--- config.mk ---
export PLATFORM = sky130hd
export DESIGN_NAME = word_framer
export DESIGN_NICKNAME = d
export VERILOG_FILES = /design/src/rtl/word_framer.sv
export SDC_FILE = /design/constraint.sdc
export NUM_CORES = 1
export LEC_CHECK = 0
export CAP_MARGIN = 20
export CORE_MARGIN = 2
export CORE_UTILIZATION = 55
export CTS_BUF_LIST = sky130_fd_sc_hd__clkbuf_16
export DETAILED_ROUTE_END_ITERATION = 7
export GPL_TIMING_DRIVEN = 1
export PLACE_DENSITY_LB_ADDON = 0.08
export RECOVER_POWER = 50
export SLEW_MARGIN = 20
export SYNTH_ARGS = -nofsm -noshare
export SYNTH_HDL_FRONTEND = slang
export SYNTH_SLANG_ARGS = --single-unit
--- constraint.sdc ---
create_clock -name clk -period 3.55 [get_ports clk]
set_clock_uncertainty 0.15 [all_clocks]
set_input_delay 0.5325 -clock clk [delete_from_list [all_inputs] [get_ports clk]]
set_output_delay 0.5325 -clock clk [all_outputs]
set_load 0.01 [all_outputs]
--- src/rtl/word_framer.sv ---
// ---------------------------------------------------------------------------
// word_framer
//   Front end of the begin/end block checker. Raw ASCII bytes arrive over a
//   valid/ready handshake; each whitespace-delimited word is buffered and then
//   replayed on out_char back-to-back, one character per clock, so the
//   downstream checker (which samples every clock with no enable) never sees a
//   word split by an idle gap. Between words out_char carries a space.
//
//   Words longer than MAX_WORD are truncated and followed by an extra '_' so
//   a truncated word can never alias a keyword.
//
// Parameters
//   MAX_WORD  word buffer depth in bytes (6..255)
//
// Ports
//   clk       in   rising-edge clock
//   reset     in   asynchronous, active-high; clears all state
//   in_valid  in   in_data holds a byte
//   in_data   in   [7:0] raw ASCII byte
//   in_ready  out  high while collecting; byte taken when in_valid&&in_ready
//   out_char  out  [7:0] registered character stream to the checker
//   out_busy  out  high while a word is being replayed (~in_ready)
//   word_cnt  out  [15:0] words flushed, wrapping (WORD_COUNT_EN only)
//
// Configuration
//   `define WORD_COUNT_EN to add the word_cnt port and its counter.
// ---------------------------------------------------------------------------
module word_framer #(
  parameter int MAX_WORD = 8
) (
  input  logic       clk,
  input  logic       reset,
  input  logic       in_valid,
  input  logic [7:0] in_data,
  output logic       in_ready,
  output logic [7:0] out_char,
  output logic       out_busy
`ifdef WORD_COUNT_EN
  ,output logic [15:0] word_cnt
`endif
);

  localparam int LW = $clog2(MAX_WORD + 1);  // len / idx width
  localparam int AW = $clog2(MAX_WORD);      // buffer address width

  localparam logic [7:0] SPACE = 8'h20;
  localparam logic [7:0] UNDER = 8'h5F;

  typedef enum logic [1:0] {
    COLLECT = 2'd0,
    REPLAY  = 2'd1,
    TAIL    = 2'd2,
    SEP     = 2'd3
  } state_t;

  state_t          state_q, state_d;
  logic [LW-1:0]   len_q, len_d;
  logic [LW-1:0]   idx_q, idx_d;
  logic            ovf_q, ovf_d;
  logic [7:0]      char_q, char_d;
  logic            wr_en;

  // Word storage; never reset, only read below len.
  logic [7:0]      wbuf_q [MAX_WORD];

  logic            is_delim;

  assign is_delim = (in_data == 8'h20) || (in_data == 8'h09) ||
                    (in_data == 8'h0A) || (in_data == 8'h0D);

  assign in_ready = (state_q == COLLECT);
  assign out_busy = ~in_ready;
  assign out_char = char_q;

  // -------------------------------------------------------------------------
  // Next-state / datapath
  // -------------------------------------------------------------------------
  always_comb begin
    state_d = state_q;
    len_d   = len_q;
    idx_d   = idx_q;
    ovf_d   = ovf_q;
    char_d  = SPACE;
    wr_en   = 1'b0;

    unique case (state_q)
      COLLECT: begin
        if (in_valid) begin
          if (is_delim) begin
            // Empty word: delimiter runs collapse to nothing.
            if (len_q != '0) begin
              idx_d   = '0;
              state_d = REPLAY;
            end
          end else if (len_q < LW'(MAX_WORD)) begin
            wr_en = 1'b1;
            len_d = len_q + LW'(1);
          end else begin
            // Buffer full: drop the byte but remember the word was cut.
            ovf_d = 1'b1;
          end
        end
      end

      REPLAY: begin
        char_d = wbuf_q[idx_q[AW-1:0]];
        idx_d  = idx_q + LW'(1);
        if (idx_q == len_q - LW'(1))
          state_d = ovf_q ? TAIL : SEP;
      end

      TAIL: begin
        char_d  = UNDER;
        state_d = SEP;
      end

      SEP: begin
        char_d  = SPACE;
        len_d   = '0;
        ovf_d   = 1'b0;
        state_d = COLLECT;
      end

      default: state_d = COLLECT;
    endcase
  end

  // -------------------------------------------------------------------------
  // State registers
  // -------------------------------------------------------------------------
  always_ff @(posedge clk or posedge reset) begin
    if (reset) begin
      state_q <= COLLECT;
      len_q   <= '0;
      idx_q   <= '0;
      ovf_q   <= 1'b0;
      char_q  <= SPACE;
    end else begin
      state_q <= state_d;
      len_q   <= len_d;
      idx_q   <= idx_d;
      ovf_q   <= ovf_d;
      char_q  <= char_d;
    end
  end

  always_ff @(posedge clk) begin
    if (wr_en)
      wbuf_q[len_q[AW-1:0]] <= in_data;
  end

`ifdef WORD_COUNT_EN
  // Counts SEP entries, i.e. words fully flushed to the checker.
  logic [15:0] word_cnt_q;

  always_ff @(posedge clk or posedge reset) begin
    if (reset)
      word_cnt_q <= '0;
    else if (state_q == SEP)
      word_cnt_q <= word_cnt_q + 16'd1;
  end

  assign word_cnt = word_cnt_q;
`endif

endmodule
# Word level (Yosys, flattened, before mapping)
# Memories as Yosys holds them, arrays and structs flattened.
# Cells that the tools add are included.
[classes]
bitwise = 1
reduce_logical = 11
addsub = 3
n_eq_ne = 15
magnitude_cmp = 1
muxes = 25
[ops]
columns = ["operator", "n"]
rows = [
  ["$eq A8 B4 Y1 const B", 3],
  ["$mux W4", 6],
  ["$pmux W4 S2", 2],
  ["$pmux W8 S2", 1],
  ["$reduce_and A4 Y1", 4],
  ["$mux W1", 10],
  ["$add A4 B1 Y4 const B", 2],
  ["$eq A8 B6 Y1 const B", 1],
  ["$mux W2", 4],
  ["$ne A2 B2 Y1 const B", 4],
  ["$pmux W2 S4", 1],
  ["$ne A2 B1 Y1 const B", 3],
  ["$eq A2 B2 Y1 const B", 2],
  ["$eq A4 B4 Y1", 1],
  ["$lt A4 B4 Y1 const B", 1],
  ["$reduce_bool A2 Y1", 2],
  ["$reduce_bool A4 Y1", 1],
  ["$sub A4 B1 Y4 const B", 1],
  ["$logic_or A1 B1 Y1", 3],
  ["$eq A2 B1 Y1 const B", 1],
  ["$logic_not A2 Y1", 1],
  ["$pmux W1 S2", 1],
  ["$not A1 Y1", 1],
]
[totals]
n_memories = 1
inputBits = 11
elab_cells = 62
reg_bits = 19
ramBits = 64
[memory_table]
columns = ["memory", "depth", "word_bits", "read_ports", "rd_ports_with_merged_regs", "wr", "line", "source"]
rows = [
  ["wbuf_q", 8, 8, 1, 0, 1, "64", "logic [7:0] wbuf_q [MAX_WORD];"],
]

# Longest topological paths before layout
# Gate-level depths: netlist (run 1).
[depth]
depth_word = 9
ltp_mapped = 8
mapped_depth_nobuf = 7

# Least setup slack after synthesis (run 1)
# OpenSTA, ideal clock, no wires.
[synth_timing]
path_kind = "register to register"
start = "reg state_q[0]"
end = "mem wbuf_q[4][0], enable pin"
t_arrival_ps = 2309
setup_ps = 398
path_stages_with_launch = 6
path_slack_ps = 693
cell_sequence = "dfrtp_1 > inv_1 > ha_1 > clkbuf_1 > o2111ai_2 > nor4b_1"
[synth_between]
elab_chain_len = 4
[synth_lines]
columns = ["element", "line", "source"]
rows = [
  ["from (decl)", "56", "state_t state_q, state_d;"],
  ["from (signal assigned)", "139", "state_q <= state_d;"],
  ["$logic_not A2 Y1", "--", ""],
  ["via in_ready", "35", "output logic in_ready,"],
  ["$mux W1", "86", "unique case (state_q)"],
  ["$mux W1", "148", "if (wr_en)"],
  ["$mux W1 (not written as such)", "149", "wbuf_q[len_q[AW-1:0]] <= in_data;"],
  ["to (decl)", "64", ""],
]
# The timed path passes the listed nets, and every way through them passes these cells.

# Worst setup path after layout (run 1)
[layout_timing]
start = "in in_data[0]"
end = "mem wbuf_q[5][0], enable pin"
[layout_between]
elab_chain_len = 9
word_cells_on_any_way = 12
classes_between = "eq/ne: 4; mux: 5; reduce/logical: 3"
[layout_lines]
columns = ["element", "line", "source"]
rows = [
  ["from (decl)", "34", "input logic [7:0] in_data,"],
  ["$eq A8 B6 Y1 / $eq A8 B4 Y1 (equally long branches)", "68", "assign is_delim = (in_data == 8'h20) || (in_data == 8'h09) ||"],
  ["$logic_or A1 B1 Y1 (2 in a row)", "68", ""],
  ["$logic_or A1 B1 Y1 (*)", "69", "(in_data == 8'h0A) || (in_data == 8'h0D);"],
  ["$mux W1 (*)", "89", "if (is_delim) begin"],
  ["$mux W1 (*)", "88", "if (in_valid) begin"],
  ["$mux W1 (*)", "86", ""],
  ["$mux W1 (*)", "148", ""],
  ["$mux W1 (not written as such) (*)", "149", ""],
]
# Every way passes the cells marked *; elsewhere a longest branch is shown, timed or not.

==> results.cfg, run 1 <==
[drt]
dr.pass1.iters = 6
avgRoutedWirePerCell_um = 21.2
avgViaCountPerCell = 6.09
ant_nets = 0
drtIter0Drc = 147
routed_wl_mm = 6.92
vias = 1992
drc = 3

[power]
power_switching_share = 0.311
p_leak_nw = 1.56
power_density_nw_per_um2 = 783
internal_power_mw = 2.32
p_clk_frac = 0.303
combPwrFrac = 0.297
power_switching_mw = 1.05
ir_drop_uv = 488
seq_power_share = 0.400

[final_layout]
antenna_cells = 0
syn_to_final_growth_pct = 16.9
seqCellArea_um2 = 2400
nFillCells = 441
multiInputGateArea_um2 = 1160
finalNetCount = 263
drive_above_1_share = 0.180

[global_route]
grt_max_degree = 20
antenna_found_initial = 0
grt-ovfl-total = 0
grt_pass1_vias = 2157
grt_pass1_wl_mm = 11.2
grtUsageTotal = 0.208

[setup_path]
reg2reg_depth = 6
cp.arrival_ps = 2810
critPathKind = in2reg
r2r_end = wbuf_q[5][0]
reg2reg_slack_ps = 980
critPathRequiredTime_ps = 3440
critPathMaxFanout = 10
r2r_start = state_q[0]
critPathLaunchType = primary input
startpoint = in_data[0]
end_kind = register

[sta]
hold_viol_final = 0
min_period_over_period = 0.823
worst_slack_ps = 629
max_slew_margin = 0.406
slew_violations = 0
worstMarginPinSlew_ps = 891
tns_ps = 0
fmax_ghz = 0.342
min_period_ps = 2920
rsz0062_at_grt = no
setup_viol = 0

[yosys]
syn_inst = 214
yosys_most_used_dff = edfxtp_1
synth_top_area_cell = edfxtp_1
ys_warn_count = 0
ys_ff_latch = 83
synthArstFlopShare = 0.229
syn_area_per_cell_um2 = 17.2
synthTopCellsByCount = edfxtp_1, dfrtp_1, mux4_1
synthesis.nets = 232
synth_top_cell_area_share = 0.522
synth.most_common_cell = edfxtp_1
synth-edff-count = 64
seq_area_frac_synth = 0.652
netlist_top_cells_area = edfxtp_1, dfrtp_1, mux4_1, mux2_2, ha_1
ys_types = 47
netlist_area_um2 = 3680

[floorplan]
die_h_um = 85.8
die_area_um2 = 7360
fp.coreArea_um2 = 6420
die_w_um = 85.8
rows = 29
io_pins = 21
initial_core_util = 0.573

[place]
finalWeightedCongestion = 0.815
dp_hpwl_mm = 4.66
port_buffers = 20
pre_cts_ws_ps = 356

[min_path]
hp-start = ovf_q
min_path_type = reg2reg
whs_path_depth = 2
min_to = ovf_q

[clock_network]
holdBufCountCts = 0
cts_tree = built
clkSlewWorstSetupHoldPaths_ps = 60
post_cts_buffers = 0
insertion_delay_ps = 330
cts_resized = 0
cts_sinks = 83
htreeDepth = 3
cts_made_buffers = 9
cts_buffer_depth = 2
root_buffer = clkbuf_16

[run_status]
violations = design-rule violations
outcome = finished, violations left

[job]
cap_violations = 0
[area by class of cell]
cell class                      count  share of cell area
Inverter                           11             0.00960
Clock buffer                        9              0.0524
Clock inverter                      7              0.0247
Sequential cell                    83               0.558
Timing Repair Buffer               30              0.0631
Tap cell                           77              0.0224
Multi-Input combinational cell    110               0.270
[sequential cells by signal, summed over array words and instances, names as in the netlist]
register	count
out_char	8
idx_q	4
state_q	2
wbuf_q	64
ovf_q	1
len_q	4
[cell usage in the layout, fill, tap and decap left out, types with 2 or more instances in the layout]
| cell type | count |
|---|---|
| buf_4 | 9 |
| o21ai_0 | 4 |
| nor3_1 | 4 |
| dfrtp_1 | 18 |
| nand3_1 | 3 |
| dlygate4sd3_1 | 14 |
| mux4_2 | 3 |
| clkdlybuf4s50_1 | 6 |
| a22o_1 | 2 |
| bufinv_16 | 2 |
| mux2_2 | 8 |
| clkbuf_16 | 9 |
| xnor2_1 | 6 |
| nor4_1 | 3 |
| o21ai_1 | 2 |
| edfxtp_1 | 64 |
| nor2_1 | 5 |
| ha_1 | 7 |
| nor2b_1 | 9 |
| nand2_1 | 6 |
| o31a_1 | 2 |
| inv_1 | 11 |
| mux4_1 | 13 |
| mux2i_1 | 4 |
| inv_6 | 3 |
| a21oi_1 | 8 |
[power by group through the flow]
stage / clock network, mW / logic [mW] / registers [mW]
after floorplan: 0 / 0.842 / 1.26
after global placement: 0 / 0.963 / 1.36
after detailed placement: 0 / 0.996 / 1.37
after CTS: 1.04 / 1.00 / 1.35
after global routing: 1.08 / 1.09 / 1.37
final: 1.02 / 1.00 / 1.35
[through the flow]
step / total power, mW / util / hold WS, ps / std cells / area (um^2)
2_1_floorplan: 2.10 / - / 333 / 214 / 3680
3_3_place_gp: 2.33 / 0.619 / 395 / 311 / 3970
3_5_place_dp: 2.37 / 0.619 / 401 / 311 / 3970
4_1_cts: 3.39 / 0.670 / 416 / 327 / 4310
5_1_grt: 3.54 / 0.670 / 445 / 327 / 4300
6_report: 3.37 / 0.670 / 420 / 327 / 4300
[worst max-delay path, cell delays in order]
cell and delay, ps:
dlygate4sd3_1 680, nor2_2 220, mux2i_4 320, o2111ai_2 270
or2_1 360, nor3b_1 220, buf_4 210
[layer usage]
metal | global-route usage | part of all wire | wire length (um)
met1 | 0.286 | 0.46 | 3190
met2 | 0.327 | 0.50 | 3440
met3 | 0.0433 | 0.029 | 202
met4 | 0.0895 | 0.014 | 94
met5 | 0 | 0 | 0
[cells by family (layout without fill, tap and decap cells)]
family,count (synthesis),in the layout,synth area share
and+or+nand+nor,39,39,0.0646
muxes,30,30,0.157
DFF,83,83,0.652
AOI/OAI and AO/OA,28,28,0.0548
adders and majority gates,7,7,0.0238
buffers and inverters,21,57,0.0337
xor gates and xnor gates,6,6,0.0143
[worst max path at each step]
stage                         endpoint  slack (ps)  cells past startpoint
after floorplan           wbuf_q[4][0]         690                      5
after global placement    wbuf_q[5][6]         410                      7
after detailed placement  wbuf_q[5][4]         360                      7
after CTS                 wbuf_q[5][3]         680                      7
after global routing      wbuf_q[5][3]         490                      7
final                     wbuf_q[5][0]         630                      7
(Power assumes the default switching activity.)
==> inputs of run 2 (changes only) <==
- clock period: 3.55 -> 2.9 ns (I/O delays scaled with it)
==> run 2 against run 1 <==
Effect of this change: the flow still finishes with violations (design-rule violations); combinational power up 32%; cell count up 3.1%; largest cell class unchanged; sequential cell count unchanged; wire length up 3.5%; highest routed layer unchanged.
==> results.cfg, run 2 (synthesis gave the netlist of run 1 again) <==
[global_route]
grtUsageTotal = 0.221
antenna_found_initial = 0
grt_max_degree = 21
grt_pass1_wl_mm = 11.7
grt_pass1_vias = 2183
grt-ovfl-total = 0

[clock_network]
cts_resized = 0
cts_tree = built
post_cts_buffers = 0
cts_made_buffers = 9
cts_sinks = 83
htreeDepth = 3
holdBufCountCts = 0
insertion_delay_ps = 340
root_buffer = clkbuf_16
cts_buffer_depth = 2
clkSlewWorstSetupHoldPaths_ps = 60

[power]
power_density_nw_per_um2 = 919
ir_drop_uv = 524
p_leak_nw = 1.55

[final_layout]
final_common_cell = edfxtp_1
drive_above_1_share = 0.185
final_cells = 337
syn_to_final_growth_pct = 16.9
antenna_cells = 0
nFillCells = 427
largest_reg_flops = 64
final_cell_mix = edfxtp_1, dfrtp_1, dlygate4sd3_1
finalNetCount = 273

[setup_path]
path_cells = inv_1, ha_1, inv_1, clkdlybuf4s50_1
critPathLaunchType = register
cp_slowest_cell = clkdlybuf4s50_1
critPathMostFrequentCell = inv_1
cp.arrival_ps = 2100
critPathKind = reg2out
critPathRequiredTime_ps = 2320
critPathMaxFanout = 11
end_kind = output port
slowest_delay_ps = 530

[floorplan]
die_h_um = 85.8
rows = 29
io_pins = 21
initial_core_util = 0.573
die_w_um = 85.8
fp.coreArea_um2 = 6420
die_area_um2 = 7360

[sta]
rsz0062_at_grt = no
setup_viol = 0
fmax_ghz = 0.372
min_period_ps = 2690
max_slew_margin = 0.448
worstMarginPinSlew_ps = 829
min_period_over_period = 0.928
hold_slack_ps = 424
hold_viol_final = 0
tns_ps = 0
slew_violations = 0

[place]
dp_hpwl_mm = 4.75
finalWeightedCongestion = 0.798
port_buffers = 20
dp_cells = 321

[run_status]
violations = design-rule violations
outcome = finished, violations left

[drt]
ant_nets = 0
drc = 3
dr.pass1.iters = 6
routed_wl_mm = 7.17
drtIter0Drc = 131
vias = 2012
avgRoutedWirePerCell_um = 21.3
avgViaCountPerCell = 5.97

[min_path]
min_path_type = reg2reg

[job]
cap_violations = 0
==> run 2: report_power, final <==
part	internal (mW)	leakage, nW	switching [mW]
Sequential	1.44	0.823	0.141
Combinational	0.652	0.597	0.669
Clock	0.584	0.130	0.470
Total	2.67	1.55	1.28
==> run 2: layout make-up <==
cell class / count / area (um^2) / area share
timing repair buffer: 40 / 324 / 0.0754
clock buffer: 9 / 225 / 0.0524
tap: 77 / 96.3 / 0.0224
multi-input combinational: 110 / 1160 / 0.270
clock inverter: 7 / 52.6 / 0.0122
sequential: 83 / 2400 / 0.558
inverter: 11 / 41.3 / 0.00960
==> run 2: through the flow <==
step           power [mW]  setup WS (ps)  area, um^2  utilization
3_5_place_dp         2.92           92.9        4050        0.630
2_1_floorplan        2.57           42.7        3680            -
5_1_grt              4.15            112        4300        0.670
6_report             3.95            210        4300        0.670
3_3_place_gp         2.87            169        4050        0.630
4_1_cts              3.99            229        4330        0.674
==> run 2: worst paths after layout <==
path | slack (ps) | end | cells past startpoint | start
max | 210 | out_busy | 4 | state_q[0]
min | 420 | idx_q[3] | 1 | idx_q[3]
max reg2reg | 480 | idx_q[3] | 7 | len_q[0]
min reg2reg | 420 | idx_q[3] | 1 | idx_q[3]
max in group asynchronous | 1630 | len_q[1] | 2 | reset
min in group asynchronous | 500 | out_char[6] | 2 | reset
==> run 2: metal layers <==
| layer | vias to the layer above | GRT usage | part of all wire |
|---|---|---|---|
| li1 | 930 | - | - |
| met1 | 991 | 0.286 | 0.42 |
| met2 | 77 | 0.354 | 0.49 |
| met3 | 14 | 0.0597 | 0.071 |
| met4 | 0 | 0.0938 | 0.019 |
| met5 | - | 0 | 0 |
==> run 2: critical path: cells and delay by family, from the launching register on <==
kind,cells,cell delay [ps]
fa+ha+maj,1,470
flops,1,410
buf+inv,3,890
